===== src/rtl/rob.sv =====
// Reorder buffer: allocates entries in program order, resolves source operands
// against its own entries and the CDB, reserves rd, and retires in order.
`timescale 1ns/1ps
module rob #(
  parameter int ROB_SIZE = 16,
  parameter int ROB_W    = 4,
  parameter int REG_W    = 5,
  parameter int DATA_W   = 32
) (
  input  logic              clk_in,
  input  logic              rst_in,
  input  logic              rdy_in,
  input  logic              flush_in,
  input  logic              dispatch_valid,
  output logic              dispatch_ready,
  input  logic              dispatch_has_rd,
  input  logic [REG_W-1:0]  dispatch_rd,
  input  logic [REG_W-1:0]  dispatch_rs1,
  input  logic [REG_W-1:0]  dispatch_rs2,
  output logic [ROB_W-1:0]  dispatch_tag,
  output logic              op1_ready,
  output logic              op2_ready,
  output logic [DATA_W-1:0] op1_value,
  output logic [DATA_W-1:0] op2_value,
  output logic [ROB_W-1:0]  op1_tag,
  output logic [ROB_W-1:0]  op2_tag,
  output logic [REG_W-1:0]  rob2reg_rs1_request,
  output logic [REG_W-1:0]  rob2reg_rs2_request,
  input  logic [DATA_W-1:0] reg2rob_rs1_value,
  input  logic [DATA_W-1:0] reg2rob_rs2_value,
  input  logic [ROB_W-1:0]  reg2rob_rs1_rename,
  input  logic [ROB_W-1:0]  reg2rob_rs2_rename,
  input  logic              reg2rob_rs1_if_rename,
  input  logic              reg2rob_rs2_if_rename,
  output logic              rob2reg_reserve_enable,
  output logic [REG_W-1:0]  rob2reg_reserve_rd,
  output logic [ROB_W-1:0]  rob2reg_reserve_reorder,
  input  logic              wb_valid,
  input  logic [ROB_W-1:0]  wb_tag,
  input  logic [DATA_W-1:0] wb_value,
  output logic              rob2reg_commit_enable,
  output logic [REG_W-1:0]  rob2reg_commit_des,
  output logic [DATA_W-1:0] rob2reg_commit_value,
  output logic [ROB_W-1:0]  rob2reg_commit_reorder,
  output logic              rob_full,
  output logic              rob_empty
);

  typedef struct packed {
    logic              ready;
    logic [DATA_W-1:0] value;
    logic [ROB_W-1:0]  tag;
  } opnd_t;

  localparam logic [ROB_W:0]   LP_FULL    = (ROB_W+1)'(ROB_SIZE);
  localparam logic [ROB_W:0]   LP_CNT_ONE = (ROB_W+1)'(1);
  localparam logic [ROB_W-1:0] LP_TAG_ONE = ROB_W'(1);

  logic [ROB_SIZE-1:0] r_valid;
  logic [ROB_SIZE-1:0] r_ready;
  logic [ROB_SIZE-1:0] r_has_rd;
  logic [REG_W-1:0]    r_rd    [ROB_SIZE];
  logic [DATA_W-1:0]   r_value [ROB_SIZE];
  logic [ROB_W-1:0]    r_head;
  logic [ROB_W-1:0]    r_tail;
  logic [ROB_W:0]      r_count;

  logic  w_full;
  logic  w_empty;
  logic  w_accept;
  logic  w_retire;
  logic  w_wb_hit;
  logic  w_reserve;
  logic  w_commit;
  opnd_t w_op1;
  opnd_t w_op2;

  // Priority: x0, unrenamed register, completed producer, same-cycle CDB bypass.
  function automatic opnd_t resolve(
    input logic [REG_W-1:0]  rs,
    input logic              renamed,
    input logic [ROB_W-1:0]  rn,
    input logic [DATA_W-1:0] rf_value,
    input logic              ent_ready,
    input logic [DATA_W-1:0] ent_value,
    input logic              bypass,
    input logic [DATA_W-1:0] bp_value
  );
    opnd_t o;
    o = '0;
    if (rs == '0) begin
      o.ready = 1'b1;
    end else if (!renamed) begin
      o.ready = 1'b1;
      o.value = rf_value;
    end else if (ent_ready) begin
      o.ready = 1'b1;
      o.value = ent_value;
    end else if (bypass) begin
      o.ready = 1'b1;
      o.value = bp_value;
    end else begin
      o.tag = rn;
    end
    return o;
  endfunction

  assign w_full         = (r_count == LP_FULL);
  assign w_empty        = (r_count == '0);
  assign dispatch_ready = !w_full && rdy_in && !flush_in;
  assign w_accept       = dispatch_valid && dispatch_ready;
  assign w_retire       = rdy_in && !flush_in && !w_empty && r_ready[r_head];
  assign w_wb_hit       = wb_valid && r_valid[wb_tag];
  assign w_reserve      = w_accept && dispatch_has_rd && (dispatch_rd != '0);
  assign w_commit       = w_retire && r_has_rd[r_head] && (r_rd[r_head] != '0);

  assign w_op1 = resolve(dispatch_rs1, reg2rob_rs1_if_rename, reg2rob_rs1_rename,
                         reg2rob_rs1_value, r_ready[reg2rob_rs1_rename],
                         r_value[reg2rob_rs1_rename],
                         wb_valid && (wb_tag == reg2rob_rs1_rename), wb_value);
  assign w_op2 = resolve(dispatch_rs2, reg2rob_rs2_if_rename, reg2rob_rs2_rename,
                         reg2rob_rs2_value, r_ready[reg2rob_rs2_rename],
                         r_value[reg2rob_rs2_rename],
                         wb_valid && (wb_tag == reg2rob_rs2_rename), wb_value);

  assign op1_ready           = w_op1.ready;
  assign op1_value           = w_op1.value;
  assign op1_tag             = w_op1.tag;
  assign op2_ready           = w_op2.ready;
  assign op2_value           = w_op2.value;
  assign op2_tag             = w_op2.tag;
  assign dispatch_tag        = r_tail;
  assign rob2reg_rs1_request = dispatch_rs1;
  assign rob2reg_rs2_request = dispatch_rs2;
  assign rob_full            = w_full;
  assign rob_empty           = w_empty;

  // Rename-table reservation and commit port, zeroed when idle.
  always_comb begin
    rob2reg_reserve_enable  = 1'b0;
    rob2reg_reserve_rd      = '0;
    rob2reg_reserve_reorder = '0;
    rob2reg_commit_enable   = 1'b0;
    rob2reg_commit_des      = '0;
    rob2reg_commit_value    = '0;
    rob2reg_commit_reorder  = '0;
    if (w_reserve) begin
      rob2reg_reserve_enable  = 1'b1;
      rob2reg_reserve_rd      = dispatch_rd;
      rob2reg_reserve_reorder = r_tail;
    end else begin
      rob2reg_reserve_enable  = 1'b0;
    end
    if (w_commit) begin
      rob2reg_commit_enable  = 1'b1;
      rob2reg_commit_des     = r_rd[r_head];
      rob2reg_commit_value   = r_value[r_head];
      rob2reg_commit_reorder = r_head;
    end else begin
      rob2reg_commit_enable  = 1'b0;
    end
  end

  // Entry state and pointers; retire keeps ready/value so stale tags stay readable.
  always_ff @(posedge clk_in or negedge rst_in) begin
    if (!rst_in) begin
      r_head   <= '0;
      r_tail   <= '0;
      r_count  <= '0;
      r_valid  <= '0;
      r_ready  <= '0;
      r_has_rd <= '0;
      for (int i = 0; i < ROB_SIZE; i++) begin
        r_rd[i]    <= '0;
        r_value[i] <= '0;
      end
    end else if (rdy_in) begin
      if (flush_in) begin
        r_head  <= '0;
        r_tail  <= '0;
        r_count <= '0;
        r_valid <= '0;
      end else begin
        if (w_wb_hit) begin
          r_ready[wb_tag] <= 1'b1;
          r_value[wb_tag] <= wb_value;
        end
        if (w_retire) begin
          r_valid[r_head] <= 1'b0;
          r_head          <= r_head + LP_TAG_ONE;
        end
        if (w_accept) begin
          r_valid[r_tail]  <= 1'b1;
          r_ready[r_tail]  <= 1'b0;
          r_has_rd[r_tail] <= dispatch_has_rd;
          r_rd[r_tail]     <= dispatch_rd;
          r_tail           <= r_tail + LP_TAG_ONE;
        end
        case ({w_accept, w_retire})
          2'b10:   r_count <= r_count + LP_CNT_ONE;
          2'b01:   r_count <= r_count - LP_CNT_ONE;
          default: r_count <= r_count;
        endcase
      end
    end
  end

endmodule


===== config.mk =====
export PLATFORM = sky130hd
export DESIGN_NAME = rob
export DESIGN_NICKNAME = d
export VERILOG_FILES = /design/src/rtl/rob.sv
export SDC_FILE = /design/constraint.sdc
export NUM_CORES = 1
export LEC_CHECK = 0
export BUFFER_PORTS_ARGS = -buffer_cell sky130_fd_sc_hd__buf_2
export CAP_MARGIN = 5
export CORE_MARGIN = 3
export CORE_UTILIZATION = 50
export CTS_CLUSTER_SIZE = 14
export DETAILED_ROUTE_END_ITERATION = 16
export GPL_TIMING_DRIVEN = 0
export PLACE_DENSITY = 0.8
export REMOVE_ABC_BUFFERS = 1
export SKIP_CTS_REPAIR_TIMING = 1
export SYNTH_ARGS = -nofsm -noshare
export SYNTH_HDL_FRONTEND = slang
export SYNTH_SLANG_ARGS = --single-unit

===== constraint.sdc =====
create_clock -name clk_in -period 5.2 [get_ports clk_in]
set_input_delay 1.04 -clock clk_in [delete_from_list [all_inputs] [get_ports clk_in]]
set_output_delay 1.04 -clock clk_in [all_outputs]
set_load 0.03 [all_outputs]

After elaboration in Yosys (flattened, before gate mapping)
Cells that the tools add are included.
- logic and storage cells: 182
- input bits: 132
- register bits: 653
- output and inout bits: 143
- muxes and demuxes: 73
- bitwise logic cells: 12
- $add $sub $neg: 4
- reductions and logical operators: 35
- eq/ne operators: 5
- magnitude comparators: 15
- operators with widths (kind ; count):
    bitwise mux 512 bit ; 1
    binary-select mux 32 bit (select 4 bit) ; 3
    two-way mux 32 bit ; 8
    two-way mux 33 bit ; 6
    two-way mux 16 bit ; 9
    demux 32 bit (select 4 bit) ; 1
    bitwise mux 80 bit ; 1
    two-way mux 36 bit ; 2
    two-way mux 4 bit ; 12
    bitwise AND 16 bit ; 2
    NOT 16 bit ; 2
    bitwise OR 16 bit ; 2
    two-way mux 5 bit ; 6
    >= comparator 5 bit (second input constant) ; 5
    < comparator 4 x 5 -> 1 bit (second input constant) ; 5
    NOT 4 -> 5 bit ; 5
    binary-select mux 1 bit (select 4 bit) ; 5
    binary-select mux 5 bit (select 4 bit) ; 1
    demux 5 bit (select 4 bit) ; 1
    logical AND 1 bit ; 18
    bitwise mux 16 bit ; 1
    zero test 5 bit ; 3
    demux 1 bit (select 4 bit) ; 3
    >= comparator 4 x 1 -> 1 bit (second input constant) ; 3
    17 further kinds ; 39

Longest topological paths before layout
- depth after elaboration: 12
- depth in mapped cells: 17
- gate-level depth less buffers: 13

Worst setup path before layout
No wires, ideal clock.
- path type: input-to-output
- start: input port reg2rob_rs1_rename[1]
- end: output port op1_value[10]
- path buffers: 3
- setup slack: 0.316 ns
- data required time: 4.160 ns
- stages: 8
- arrival time: 3.844 ns
- cell sequence: clkbuf_1 -> mux4_2 -> mux4_2 -> clkbuf_1 -> nor2_1 -> clkbuf_1 -> a22oi_1 -> a211oi_1
- cells in the longest elaborated chain, start to end: 7
- elaborated cells between the ends (all ways): 12
- those cells by class: eq/ne (1); mux (9); bitwise (1); reduce/logical (1)
- ends and longest elaborated chain (element ; RTL line ; text):
    start: declaration ; 31 ; input logic [ROB_W-1:0] reg2rob_rs1_rename,
    NOT 4 -> 5 bit (not written as such) ; 119 ; r_value[reg2rob_rs1_rename],
    binary-select mux 32 bit (select 4 bit) ; 119 ;
    two-way mux 32 bit (not written as such) (2 in series) ; 119 ;
    two-way mux 33 bit (*) ; 96 ; end else if (ent_ready) begin
    two-way mux 33 bit (*) ; 93 ; end else if (!renamed) begin
    two-way mux 36 bit (*) ; 91 ; if (rs == '0) begin
    end: declaration ; 23 ; output logic [DATA_W-1:0] op1_value,
Every way passes the cells marked *; elsewhere a longest branch is shown, timed or not. The select of a mux whose other input is x is not followed.

Final worst setup path
- start: input port reg2rob_rs1_rename[1]
- end: output port op1_value[4]
The elaborated chain is that of the path after synthesis.

==> metrics.txt <==
outcome=finished clean; Max VDD drop=0.0002357 V; first-pass GRT wire length=185300 microns; Worst Max-Slew Pin Slew=1.055 ns; Slew headroom=0.2940; post-synthesis to final-layout area growth=13.38%; post-route cell area=45110 sq um; DR DRC count=0; Worst setup EP type=output pin; vias in the first global route=29500; wire per inst=31.94 microns; total track usage=0.2998; initial antenna violation count=10; FF-to-FF Start=r_head[3]; Static Leak=0.02053 uW; clock-pin slew on the worst setup and hold paths=0.06 ns; Max Cap Violations=0; Reg2Reg Depth=14; clock buffer depth=3; Routed Antenna Nets=0; commonest non-fill, non-tap cell in the layout=dfrtp_1; first drt pass iteration count=6; Final Cycle Share=0.9846; Clock Latency Late Sink=0.62 ns; Syn. warnings=0; commonest non-fill, non-tap cells in the layout=650 x dfrtp_1, 615 x mux2_2, 493 x mux4_2; startpoint types=primary input; TritonCTS sink count=653; Avg Cell Area, Syn=14.45 sq um; placed cells=3791; TritonCTS Buffers=72; Cell variety after synth=50; clock period minus worst slack=5.120 ns; pre-CTS setup slack=-0.9546 ns; critical path class=primary input to output pin; area of the die=82990 sq um; clock skew=0.01598 ns; Setup Viol. Count Final=0; DP Wirelength=74080 microns; Post-synth EDFFs=0; post-place instance area=42510 sq um; HP Class=primary input to async pin; Hold Violations, Final=0; fmax=195.3 MHz; Final Power=13880 uW; Chip Width=288.1 microns; root buf cell=clkbuf_16; Mapped Area=39780 sq um; remaining global-route overflow=0; layout cells sized above 1=0.5498; multi-input logic area=22230 sq um; ys async rst share=1.000; drt via density=7.138; register area=16350 sq um; Synth Flop Type=dfrtp_1; fillers=5849; CTS HTree Levels=3; fin nets=2984; final wirelength=125800 microns; final worst-path setup slack=0.08000 ns; vias=28116; Starting Density=0.5094; Initial DRC Count=3321; largest net degree at the start of global routing=120; Die Height=288.1 microns; Crit path required time=4.16 ns; post-synthesis cell count=2754; Top Ports=275; post-synthesis sequential area ratio=0.4107; TritonCTS clock tree=built; # rows=102; crit path launch=reg2rob_rs1_rename[1]; Core ar.=78100 sq um; Seq cells post-synth=653; pwr dens=307.6 nW/um^2; Final Util=0.5775; Placer Congestion=0.8235; Post-Layout Cell Count=3939; I/O Buffers=274; crit path max fanout=74; Worst Path Arrival=4.08 ns; Slew Viols, Final=0
## sequential cells by signal (all words and copies together), names as in the netlist
name and count:
dispatch_tag 4, r_valid 16, r_head 4, r_has_rd 16
r_count 5, r_ready 16, r_value 512, r_rd 80
## logic make-up (layout without fill, tap and decap cells)
| family | Yosys count | in the layout | share of synthesized area |
|---|---|---|---|
| muxes | 1145 | 1145 | 0.4625 |
| DFF | 653 | 653 | 0.4107 |
| buffers and inverters | 352 | 491 | 0.03551 |
| and+or+nand+nor | 309 | 309 | 0.04111 |
| AOI/OAI and AO/OA | 273 | 274 | 0.04438 |
| xor gates and xnor gates | 12 | 12 | 0.002642 |
| adders and majority gates | 10 | 10 | 0.003145 |
| other | 0 | 5 | 0 |
## cell usage after synthesis (3+ instances only)
cell | instances | share of area
o22ai_1 | 4 | 0.00063
or4_1 | 6 | 0.0011
a21o_1 | 3 | 0.00057
xor2_1 | 8 | 0.0018
o21ai_0 | 25 | 0.0031
nand2_1 | 33 | 0.0031
xnor2_1 | 4 | 0.00088
nor3b_1 | 3 | 0.00057
a211oi_1 | 95 | 0.018
a21oi_1 | 98 | 0.012
nor2_1 | 88 | 0.0083
nor2b_1 | 69 | 0.011
buf_1 | 68 | 0.0064
dfrtp_1 | 653 | 0.41
nand3_1 | 8 | 0.0010
and3_1 | 57 | 0.0090
mux4_2 | 493 | 0.28
ha_1 | 10 | 0.0031
inv_1 | 24 | 0.0023
a22oi_1 | 30 | 0.0057
nand2b_1 | 12 | 0.0019
mux2i_1 | 37 | 0.0093
nor3_1 | 11 | 0.0014
and2_1 | 11 | 0.0017
buf_4 | 13 | 0.0025
mux2_2 | 615 | 0.17
buf_2 | 28 | 0.0035
clkbuf_1 | 217 | 0.020
## worst max-delay path, cell delays in order
cell	delay, ns
buf_12	0.37
mux4_2	0.59
mux4_2	0.53
buf_12	0.22
nor2_4	0.22
buf_4	0.32
a22oi_1	0.20
a211oi_1	0.26
buf_2	0.23
## area by class of cell
type | instances | share of cell area
multi-input combinational | 1750 | 0.4928
sequential | 653 | 0.3625
timing repair buffer | 340 | 0.06236
clock buffer | 104 | 0.04552
tap | 1040 | 0.02885
clock inverter | 22 | 0.005548
inverter | 25 | 0.002136
antenna | 5 | 0.0002774
## power breakdown
group          switching, uW  total (uW)  internal, uW
clock network           2120        5110          2990
registers                223        5510          5290
logic                   1860        3260          1390
## through the flow
stage / hold WS [ns] / TNS, ns
after floorplan: 0.4445 / -260.36
after global placement: 0.4579 / -7475.21
after detailed placement: 0.4785 / -31.08
after CTS: 0.3582 / -50.06
after global routing: 0.3840 / -0.01055
final: 0.3341 / 0
## layer usage
| layer | up-vias | GRT usage | routed length, microns |
|---|---|---|---|
| met5 | - | 0 | 36 |
| met4 | 6 | 0.1393 | 6437 |
| met3 | 446 | 0.08575 | 14200 |
| met2 | 1964 | 0.4733 | 59890 |
| met1 | 14731 | 0.3858 | 45250 |
| li1 | 10969 | - | - |
## path summary, 6_finish.rpt
check | end | slack [ns]
max in group asynchronous | r_value[47] | 2.91
hold / removal | r_value[502] | 0.33
setup / recovery | op1_value[4] | 0.08
setup reg to reg | r_count[4] | 1.30
hold reg to reg | r_rd[61] | 0.50
min in group clk_in | r_rd[61] | 0.50
Note: power is estimated with default switching activity, not from simulation.
